File: src/rtl/mem_arbiter.sv
// mem_arbiter: shares one single-port, fixed-latency memory between an instruction-fetch
// port (I) and a load/store data port (D). Requests are serialised by a registered FSM
// (IDLE -> ISSUE -> [WAIT] -> ACK). D has priority; after STARVE_MAX consecutive D grants
// while i_req is pending, fetch is forced. All outputs are registered.
//
// Optional feature: define MEM_ARB_PERF_EN to build the 32-bit grant counters on
// perf_i_cnt / perf_d_cnt; otherwise both ports are tied to 0.
//
// Ports:
//   clk, reset                     clock (rising edge), async active-high reset
//   i_req/i_addr/i_rdata/i_ack     fetch read port
//   d_req/d_we/d_addr/d_wdata/d_be data port, d_rdata/d_ack results
//   m_en/m_we/m_addr/m_wdata/m_be  memory command (one-cycle m_en strobe)
//   m_rdata                        memory read data, valid MEM_LAT cycles after m_en
//   busy                           FSM not idle
//   perf_i_cnt/perf_d_cnt          grant counters (optional)
module mem_arbiter #(
    parameter int unsigned ADDR_W     = 32,
    parameter int unsigned DATA_W     = 32,
    parameter int unsigned MEM_LAT    = 2,
    parameter int unsigned STARVE_MAX = 4
) (
    input  logic              clk,
    input  logic              reset,
    input  logic              i_req,
    input  logic [ADDR_W-1:0] i_addr,
    output logic [DATA_W-1:0] i_rdata,
    output logic              i_ack,
    input  logic              d_req,
    input  logic              d_we,
    input  logic [ADDR_W-1:0] d_addr,
    input  logic [DATA_W-1:0] d_wdata,
    input  logic [1:0]        d_be,
    output logic [DATA_W-1:0] d_rdata,
    output logic              d_ack,
    output logic              m_en,
    output logic              m_we,
    output logic [ADDR_W-1:0] m_addr,
    output logic [DATA_W-1:0] m_wdata,
    output logic [1:0]        m_be,
    input  logic [DATA_W-1:0] m_rdata,
    output logic              busy,
    output logic [31:0]       perf_i_cnt,
    output logic [31:0]       perf_d_cnt
);

    localparam int unsigned LatW = (MEM_LAT > 1) ? $clog2(MEM_LAT) : 1;
    localparam int unsigned StW  = $clog2(STARVE_MAX + 1);

    typedef enum logic [1:0] {StIdle, StIssue, StWait, StAck} state_e;

    state_e              state_q, state_d;
    logic                owner_i_q, owner_i_d;   // 1 = fetch owns the access
    logic [StW-1:0]      starve_q, starve_d;
    logic [LatW-1:0]     lat_q, lat_d;
    logic                m_en_q, m_en_d;
    logic                m_we_q, m_we_d;
    logic [ADDR_W-1:0]   m_addr_q, m_addr_d;
    logic [DATA_W-1:0]   m_wdata_q, m_wdata_d;
    logic [1:0]          m_be_q, m_be_d;
    logic [DATA_W-1:0]   i_rdata_q, i_rdata_d;
    logic [DATA_W-1:0]   d_rdata_q, d_rdata_d;
    logic                i_ack_q, i_ack_d;
    logic                d_ack_q, d_ack_d;
    logic                busy_q, busy_d;
    logic                grant_v, grant_i;

    always_comb begin
        state_d   = state_q;
        owner_i_d = owner_i_q;
        starve_d  = starve_q;
        lat_d     = lat_q;
        m_en_d    = 1'b0;
        m_we_d    = 1'b0;
        m_addr_d  = m_addr_q;
        m_wdata_d = m_wdata_q;
        m_be_d    = m_be_q;
        i_rdata_d = i_rdata_q;
        d_rdata_d = d_rdata_q;
        i_ack_d   = 1'b0;
        d_ack_d   = 1'b0;
        grant_v   = 1'b0;
        grant_i   = 1'b0;

        unique case (state_q)
            StIdle: begin
                if (i_req || d_req) begin
                    grant_v   = 1'b1;
                    grant_i   = i_req && (!d_req || (starve_q == StW'(STARVE_MAX)));
                    owner_i_d = grant_i;
                    m_en_d    = 1'b1;
                    m_we_d    = !grant_i && d_we;
                    m_addr_d  = grant_i ? i_addr : d_addr;
                    m_wdata_d = grant_i ? '0 : d_wdata;
                    m_be_d    = grant_i ? 2'b00 : d_be;
                    state_d   = StIssue;
                    // Count D grants that bypassed a waiting fetch; anything else resets it.
                    if (!grant_i && i_req) begin
                        if (starve_q != StW'(STARVE_MAX)) begin
                            starve_d = starve_q + StW'(1);
                        end
                    end else begin
                        starve_d = '0;
                    end
                end
            end
            StIssue: begin
                // m_we_q is only high during ISSUE, so it identifies a write here.
                if (m_we_q) begin
                    i_ack_d = owner_i_q;
                    d_ack_d = !owner_i_q;
                    state_d = StAck;
                end else begin
                    lat_d   = LatW'(MEM_LAT - 1);
                    state_d = StWait;
                end
            end
            StWait: begin
                if (lat_q == '0) begin
                    if (owner_i_q) begin
                        i_rdata_d = m_rdata;
                    end else begin
                        d_rdata_d = m_rdata;
                    end
                    i_ack_d = owner_i_q;
                    d_ack_d = !owner_i_q;
                    state_d = StAck;
                end else begin
                    lat_d = lat_q - LatW'(1);
                end
            end
            StAck: begin
                state_d = StIdle;
            end
            default: begin
                state_d = StIdle;
            end
        endcase

        busy_d = (state_d != StIdle);
    end

    always_ff @(posedge clk or posedge reset) begin
        if (reset) begin
            state_q   <= StIdle;
            owner_i_q <= 1'b0;
            starve_q  <= '0;
            lat_q     <= '0;
            m_en_q    <= 1'b0;
            m_we_q    <= 1'b0;
            m_addr_q  <= '0;
            m_wdata_q <= '0;
            m_be_q    <= 2'b00;
            i_rdata_q <= '0;
            d_rdata_q <= '0;
            i_ack_q   <= 1'b0;
            d_ack_q   <= 1'b0;
            busy_q    <= 1'b0;
        end else begin
            state_q   <= state_d;
            owner_i_q <= owner_i_d;
            starve_q  <= starve_d;
            lat_q     <= lat_d;
            m_en_q    <= m_en_d;
            m_we_q    <= m_we_d;
            m_addr_q  <= m_addr_d;
            m_wdata_q <= m_wdata_d;
            m_be_q    <= m_be_d;
            i_rdata_q <= i_rdata_d;
            d_rdata_q <= d_rdata_d;
            i_ack_q   <= i_ack_d;
            d_ack_q   <= d_ack_d;
            busy_q    <= busy_d;
        end
    end

`ifdef MEM_ARB_PERF_EN
    logic [31:0] perf_i_q, perf_d_q;

    always_ff @(posedge clk or posedge reset) begin
        if (reset) begin
            perf_i_q <= '0;
            perf_d_q <= '0;
        end else if (grant_v) begin
            if (grant_i) begin
                perf_i_q <= perf_i_q + 32'd1;
            end else begin
                perf_d_q <= perf_d_q + 32'd1;
            end
        end
    end

    assign perf_i_cnt = perf_i_q;
    assign perf_d_cnt = perf_d_q;
`else
    assign perf_i_cnt = '0;
    assign perf_d_cnt = '0;
`endif

    assign m_en    = m_en_q;
    assign m_we    = m_we_q;
    assign m_addr  = m_addr_q;
    assign m_wdata = m_wdata_q;
    assign m_be    = m_be_q;
    assign i_rdata = i_rdata_q;
    assign d_rdata = d_rdata_q;
    assign i_ack   = i_ack_q;
    assign d_ack   = d_ack_q;
    assign busy    = busy_q;

endmodule

File: config.mk
export PLATFORM = sky130hd
export DESIGN_NAME = mem_arbiter
export DESIGN_NICKNAME = d
export VERILOG_FILES = /design/src/rtl/mem_arbiter.sv
export SDC_FILE = /design/constraint.sdc
export NUM_CORES = 1
export LEC_CHECK = 0
export ABC_CLOCK_PERIOD_IN_PS = 7100
export BUFFER_PORTS_ARGS = -buffer_cell sky130_fd_sc_hd__buf_2
export CELL_PAD_IN_SITES_DETAIL_PLACEMENT = 0
export CELL_PAD_IN_SITES_GLOBAL_PLACEMENT = 2
export CORE_MARGIN = 10
export CORE_UTILIZATION = 29
export CTS_BUF_LIST = sky130_fd_sc_hd__clkbuf_8
export DETAILED_ROUTE_END_ITERATION = 10
export PLACE_DENSITY = 0.93
export SYNTH_ARGS = -nofsm -noshare
export SYNTH_HDL_FRONTEND = slang
export SYNTH_SLANG_ARGS = --single-unit
File: constraint.sdc
create_clock -name clk -period 7.1 [get_ports clk]
set_input_delay 1.42 -clock clk [delete_from_list [all_inputs] [get_ports clk]]
set_output_delay 1.42 -clock clk [all_outputs]
set_load 0.01 [all_outputs]
# ---- Yosys cells after proc, flatten, opt, wreduce, memory -nomap -nowiden
# Cells that the tools add are included.
dict set report totals {
  regBits 142
  inputBits 135
  output_inout_bits 199
  wordCells 63
}
dict set report op_classes {
  addsub 2
  n_eq_ne 7
  mux 22
  n_bitwise 2
  reduce_logical 16
}
# cell count
set ops {}
lappend ops {{32-bit 2-to-1 mux} 2}
lappend ops {{1-bit 2-to-1 mux} 11}
lappend ops {{3-bit AND reduction} 3}
lappend ops {{2-bit case mux with 4 select lines} 1}
lappend ops {{2-bit 2-to-1 mux} 3}
lappend ops {{3-bit 2-to-1 mux} 2}
lappend ops {{1-bit case mux with 2 select lines} 3}
lappend ops {{2-bit == test, second input constant} 2}
lappend ops {{2-bit AND reduction} 2}
lappend ops {{2-bit nonzero test} 2}
lappend ops {{3-bit by 1-bit adder with 3-bit output, second input constant} 1}
lappend ops {{3-bit == test, second input constant} 1}
lappend ops {{1-bit logical AND} 3}
lappend ops {{1-bit zero test} 3}
lappend ops {{3-bit inequality test, second input constant} 1}
lappend ops {{2-bit by 1-bit == test with 1-bit output, second input constant} 1}
lappend ops {{2-bit zero test} 1}
lappend ops {{1-bit logical OR} 2}
lappend ops {{2-bit by 1-bit inequality test with 1-bit output, second input constant} 1}
lappend ops {{2-bit inequality test, second input constant} 1}
lappend ops {{1-bit NOT} 2}
lappend ops {{1-bit subtractor, second input constant} 1}

# ---- Logic depth before layout (Yosys ltp)
dict set report logic_depth {
  ltp_word 7
  depth_mapped 8
  depth_no_buf 6
}

# ---- Worst setup path after synthesis
# No wires, ideal clock.
dict set report synth_path {
  kind {input -> register}
  from {input port i_req}
  to {register m_wdata_q[6], in the netlist m_wdata[6]}
  setup_ns 0.133
  arrival_time_ns 2.317
  required_time_ns 6.967
  slack_ns 4.650
  stages 7
  path_buffers 3
  cell_sequence {buf_2 > o21ai_2 > inv_2 > buf_2 > buf_2 > nand2_1 > o21ai_0}
}
dict set report synth_via {
  elab_chain_cells 2
  word_cells_on_any_way 4
  classes_between {mux (1); reduce/logical (3)}
}
# element line_no
set synth_lines {}
lappend synth_lines {{start, declared} 25} ;# input logic i_req,
lappend synth_lines {{1-bit logical AND / 1-bit logical OR (equally long branches)} {89, 87}}
lappend synth_lines {{32-bit 2-to-1 mux / 2-bit AND reduction (equally long branches)} n/a}
lappend synth_lines {{end signal, assigned} 167} ;# m_wdata_q <= m_wdata_d;
lappend synth_lines {{end, declared} 59} ;# logic [DATA_W-1:0] m_wdata_q, m_wdata_d;
# Parallel ways exist; a longest one is shown, timed or not.
# A chain may end at the register's enable or synchronous reset.

# ---- Worst setup path after layout
dict set report layout_path {
  from {input port d_req}
  to {register m_wdata_q[27], in the netlist m_wdata[27]}
}
dict set report layout_via {
  elab_chain_cells 4
  word_cells_on_any_way 6
  classes_between {mux (1); reduce/logical (5)}
}
# element line_no
set layout_lines {}
lappend layout_lines {{start, declared} 29} ;# input logic d_req,
lappend layout_lines {{1-bit zero test} 89} ;# grant_i = i_req && (!d_req || (starve_q == StW'(STARVE_MAX)));
lappend layout_lines {{1-bit logical OR} 89}
lappend layout_lines {{1-bit logical AND} 89}
lappend layout_lines {{32-bit 2-to-1 mux} 94} ;# m_wdata_d = grant_i ? '0 : d_wdata;
# Parallel ways exist; a longest one is shown, timed or not.

==> results.py <==
metrics = {
    "status": {
        "outcome": "complete, no violations",
    },
    "clock_network": {
        "hold_buffers": 0,
        "cts-buffers-inserted": 17,
        "clock-sinks": 142,
        "cts_max_level": 4,
        "max-clock-path-buffers": 2,
        "clock_latency_ps": 440,
        "cts-resized-gates": 0,
        "cts_post_setup_buffers_inserted": 0,
        "tritoncts": "yes",
        "cts-root-buf": "sky130_fd_sc_hd__clkbuf_8",
        "clkTransAtPathRegs_ps": 80,
    },
    "logic_synthesis": {
        "synth_top_area_cell": "sky130_fd_sc_hd__dfrtp_1",
        "synth-main-ff-cell": "sky130_fd_sc_hd__dfrtp_1",
        "synth.top_cells.by_count": "sky130_fd_sc_hd__dfrtp_1, sky130_fd_sc_hd__nand2_1, sky130_fd_sc_hd__buf_4",
        "ys_ff_latch": 142,
        "post_synth_inst_count": 588,
        "ys_async_sr_fraction": 1.000,
        "postSynthAreaPerCell_um2": 10.97,
        "synth_seq_area_share": 0.5511,
        "synth_top_area_frac": 0.5511,
        "synth.area.top_cells": "sky130_fd_sc_hd__dfrtp_1, sky130_fd_sc_hd__mux2_2, sky130_fd_sc_hd__nand2_1",
        "synth-warning-count": 0,
        "synth.distinct_cells": 35,
        "synthesis.area_um2": 6447,
        "synth_edf_count": 0,
        "yosysMostFrequentCell": "sky130_fd_sc_hd__dfrtp_1",
    },
    "grt": {
        "grt_first_pass_wirelength_um": 31130,
        "antenna_found_initial": 2,
        "largest_net_degree_at_the_start_of_global_routing": 80,
        "first_global_vias": 5376,
        "grt_usage": 0.1373,
        "global_route.overflow_total": 0,
    },
    "floorplan": {
        "initial_utilization": 0.2954,
        "die_height_um": 169.1,
        "rows": 54,
        "ios": 334,
        "total_die_area_um2": 28600,
        "core_area_um2": 21820,
        "die_w_um": 169.1,
    },
    "timing": {
        "final-setup-viol-count": 0,
        "period_minus_slack_ps": 3084,
        "worst_slack_ps": 4016,
        "fin_crit_sh": 0.4344,
        "maxSlewViolCount": 0,
        "clock.fmax_mhz": 324.3,
        "grt_setup_unrepaired": "false",
        "hold-worst-slack_ps": 476.6,
        "final.setup_skew_ps": 12.94,
        "setup_total_negative_slack_ps": 0,
        "slew_headroom": 0.4119,
        "tightest_slew_ps": 882.2,
        "report.final.hold_viol_count": 0,
    },
    "route": {
        "tritonroute_pass_1_iters": 6,
        "routed-via-count": 5033,
        "ant_nets": 0,
        "route.met2.wl_um": 9733,
        "drc_errors_left": 0,
        "routed_via_density": 4.438,
        "met3_length_um": 1749,
        "top_signal_layer_used": "met5",
        "route.detailed.wl_per_inst_um": 18.00,
        "wl_met1_um": 8782,
        "route.final.wire_length_um": 20420,
        "drt_iter0_markers": 233,
    },
    "layout": {
        "finalNetCount": 981,
        "finish.instance_area_um2": 8142,
        "layout_overhead_on_the_synthesized_area_pct": 26.28,
        "antenna_cells": 0,
        "fin_cells": 1134,
        "multiInputGateArea_um2": 2422,
        "drive_gt1_frac": 0.4567,
        "n_fill_cell": 2271,
        "register_area_um2": 3553,
    },
    "placement": {
        "placed_area_um2": 7756,
        "placement.setup.worst_slack_ps": 3514,
        "port-buffer-count": 269,
        "hpwl_dp_um": 14850,
        "place_inst": 1102,
        "gp_congestion": 0.7441,
    },
    "setup_path": {
        "timing.setup.critical_path_class": "input port to flop",
        "cp.arrival_ps": 3350,
        "critical_path_required_ps": 7370,
        "critPathLaunchType": "input port",
        "max_fanout_on_critical_path": 68,
        "worst_setup_path_end_kind": "flop",
    },
    "run": {
        "cap_violations": 0,
    },
    "power": {
        "max-vdd-ir-drop_mv": 0.1529,
        "powerDensity_nw_per_um2": 419.8,
        "leakagePower_nw": 4.162,
    },
    "worst_hold_path": {
        "hold_path_class": "flop to flop",
    },
}
per-layer routing:
metal  up-vias  global-route usage
met5         -                   0
met4         4             0.03827
met3        10             0.05396
met2       238              0.2224
met1      2400              0.1662
li1       2381                   -
cells in the final DEF (no fill, tap or decap):
cell type,n
sky130_fd_sc_hd__inv_8,3
sky130_fd_sc_hd__clkinv_4,2
sky130_fd_sc_hd__o211ai_1,17
sky130_fd_sc_hd__dfrtp_1,142
sky130_fd_sc_hd__clkbuf_8,17
sky130_fd_sc_hd__o22ai_1,1
sky130_fd_sc_hd__mux2i_1,2
sky130_fd_sc_hd__nand2b_1,3
sky130_fd_sc_hd__conb_1,64
sky130_fd_sc_hd__a211oi_1,1
sky130_fd_sc_hd__buf_4,6
sky130_fd_sc_hd__o21bai_1,1
sky130_fd_sc_hd__nor2b_1,1
sky130_fd_sc_hd__o21ai_4,1
sky130_fd_sc_hd__a32o_1,1
sky130_fd_sc_hd__inv_6,6
sky130_fd_sc_hd__inv_1,8
sky130_fd_sc_hd__nor2_1,5
sky130_fd_sc_hd__ha_1,4
sky130_fd_sc_hd__clkinvlp_4,3
sky130_fd_sc_hd__and2_1,2
sky130_fd_sc_hd__buf_2,269
sky130_fd_sc_hd__mux2_2,63
sky130_fd_sc_hd__and2_4,1
sky130_fd_sc_hd__mux2_1,1
sky130_fd_sc_hd__nand4_1,33
sky130_fd_sc_hd__a22o_1,1
sky130_fd_sc_hd__o221ai_1,1
sky130_fd_sc_hd__o21ai_1,5
sky130_fd_sc_hd__o211ai_2,15
sky130_fd_sc_hd__o21ai_0,33
sky130_fd_sc_hd__bufinv_16,1
sky130_fd_sc_hd__inv_2,1
sky130_fd_sc_hd__and3_1,1
sky130_fd_sc_hd__a21bo_2,1
sky130_fd_sc_hd__ha_2,1
sky130_fd_sc_hd__nand3b_1,1
sky130_fd_sc_hd__nand2_1,136
flip-flops by register name (all words and copies together) (netlist names):
name and cells:
busy 1, d_ack 1, d_rdata 32, i_ack 1, i_rdata 32, lat_q 1
m_addr 32, m_be 2, m_en 1, m_wdata 32, m_we 1, owner_i_q 1
starve_q 3, state_q 2
final timing paths:
| check | startpoint | to | slack (ps) | cells past startpoint |
|---|---|---|---|---|
| setup / recovery | d_req | m_wdata[27]$_DFFE_PP0P_ | 4020 | 4 |
| hold / removal | m_wdata[20]$_DFFE_PP0P_ | m_wdata[20]$_DFFE_PP0P_ | 480 | 2 |
| setup reg to reg | state_q[1]$_DFF_PP0_ | m_addr[11]$_DFFE_PP0P_ | 4350 | 7 |
| hold reg to reg | m_wdata[20]$_DFFE_PP0P_ | m_wdata[20]$_DFFE_PP0P_ | 480 | 2 |
| max in group asynchronous | reset | d_rdata[29]$_DFFE_PP0N_ | 4640 | 3 |
| min in group asynchronous | reset | m_wdata[23]$_DFFE_PP0P_ | 1080 | 2 |
cell families (layout without fill, tap and decap cells):
kind of cell	after synthesis	after routing	synth area share
compound gates	78	78	0.08888
fa+ha+maj	5	5	0.009703
buf+inv	113	316	0.1114
flops	142	142	0.5511
mux	66	66	0.1149
other cells	1	64	0.0005816
simple gates	183	183	0.1234
final cells by class:
| class | instances | share of cell area |
|---|---|---|
| clock buffer | 17 | 0.02874 |
| clock inverter | 15 | 0.01860 |
| inverter | 9 | 0.004764 |
| multi-input combinational | 396 | 0.2975 |
| sequential | 142 | 0.4365 |
| tap | 280 | 0.04303 |
| timing repair buffer | 275 | 0.1709 |
worst max-delay path: stages:
cell	delay, ps
sky130_fd_sc_hd__buf_2	140
sky130_fd_sc_hd__a21bo_2	680
sky130_fd_sc_hd__and2_4	830
sky130_fd_sc_hd__o21ai_0	220
report_power, final:
part | switching, mW | internal, mW
Clock | 0.358 | 0.289
Sequential | 0.181 | 1.18
Combinational | 0.819 | 0.586
through the flow:
step,utilization,power [mW]
after floorplan,-,2.216
after global placement,0.3554,2.794
after detailed placement,0.3554,2.831
after CTS,0.3731,3.497
after global routing,0.3731,3.694
final,0.3731,3.418
Note: power is estimated with default switching activity, not from simulation.
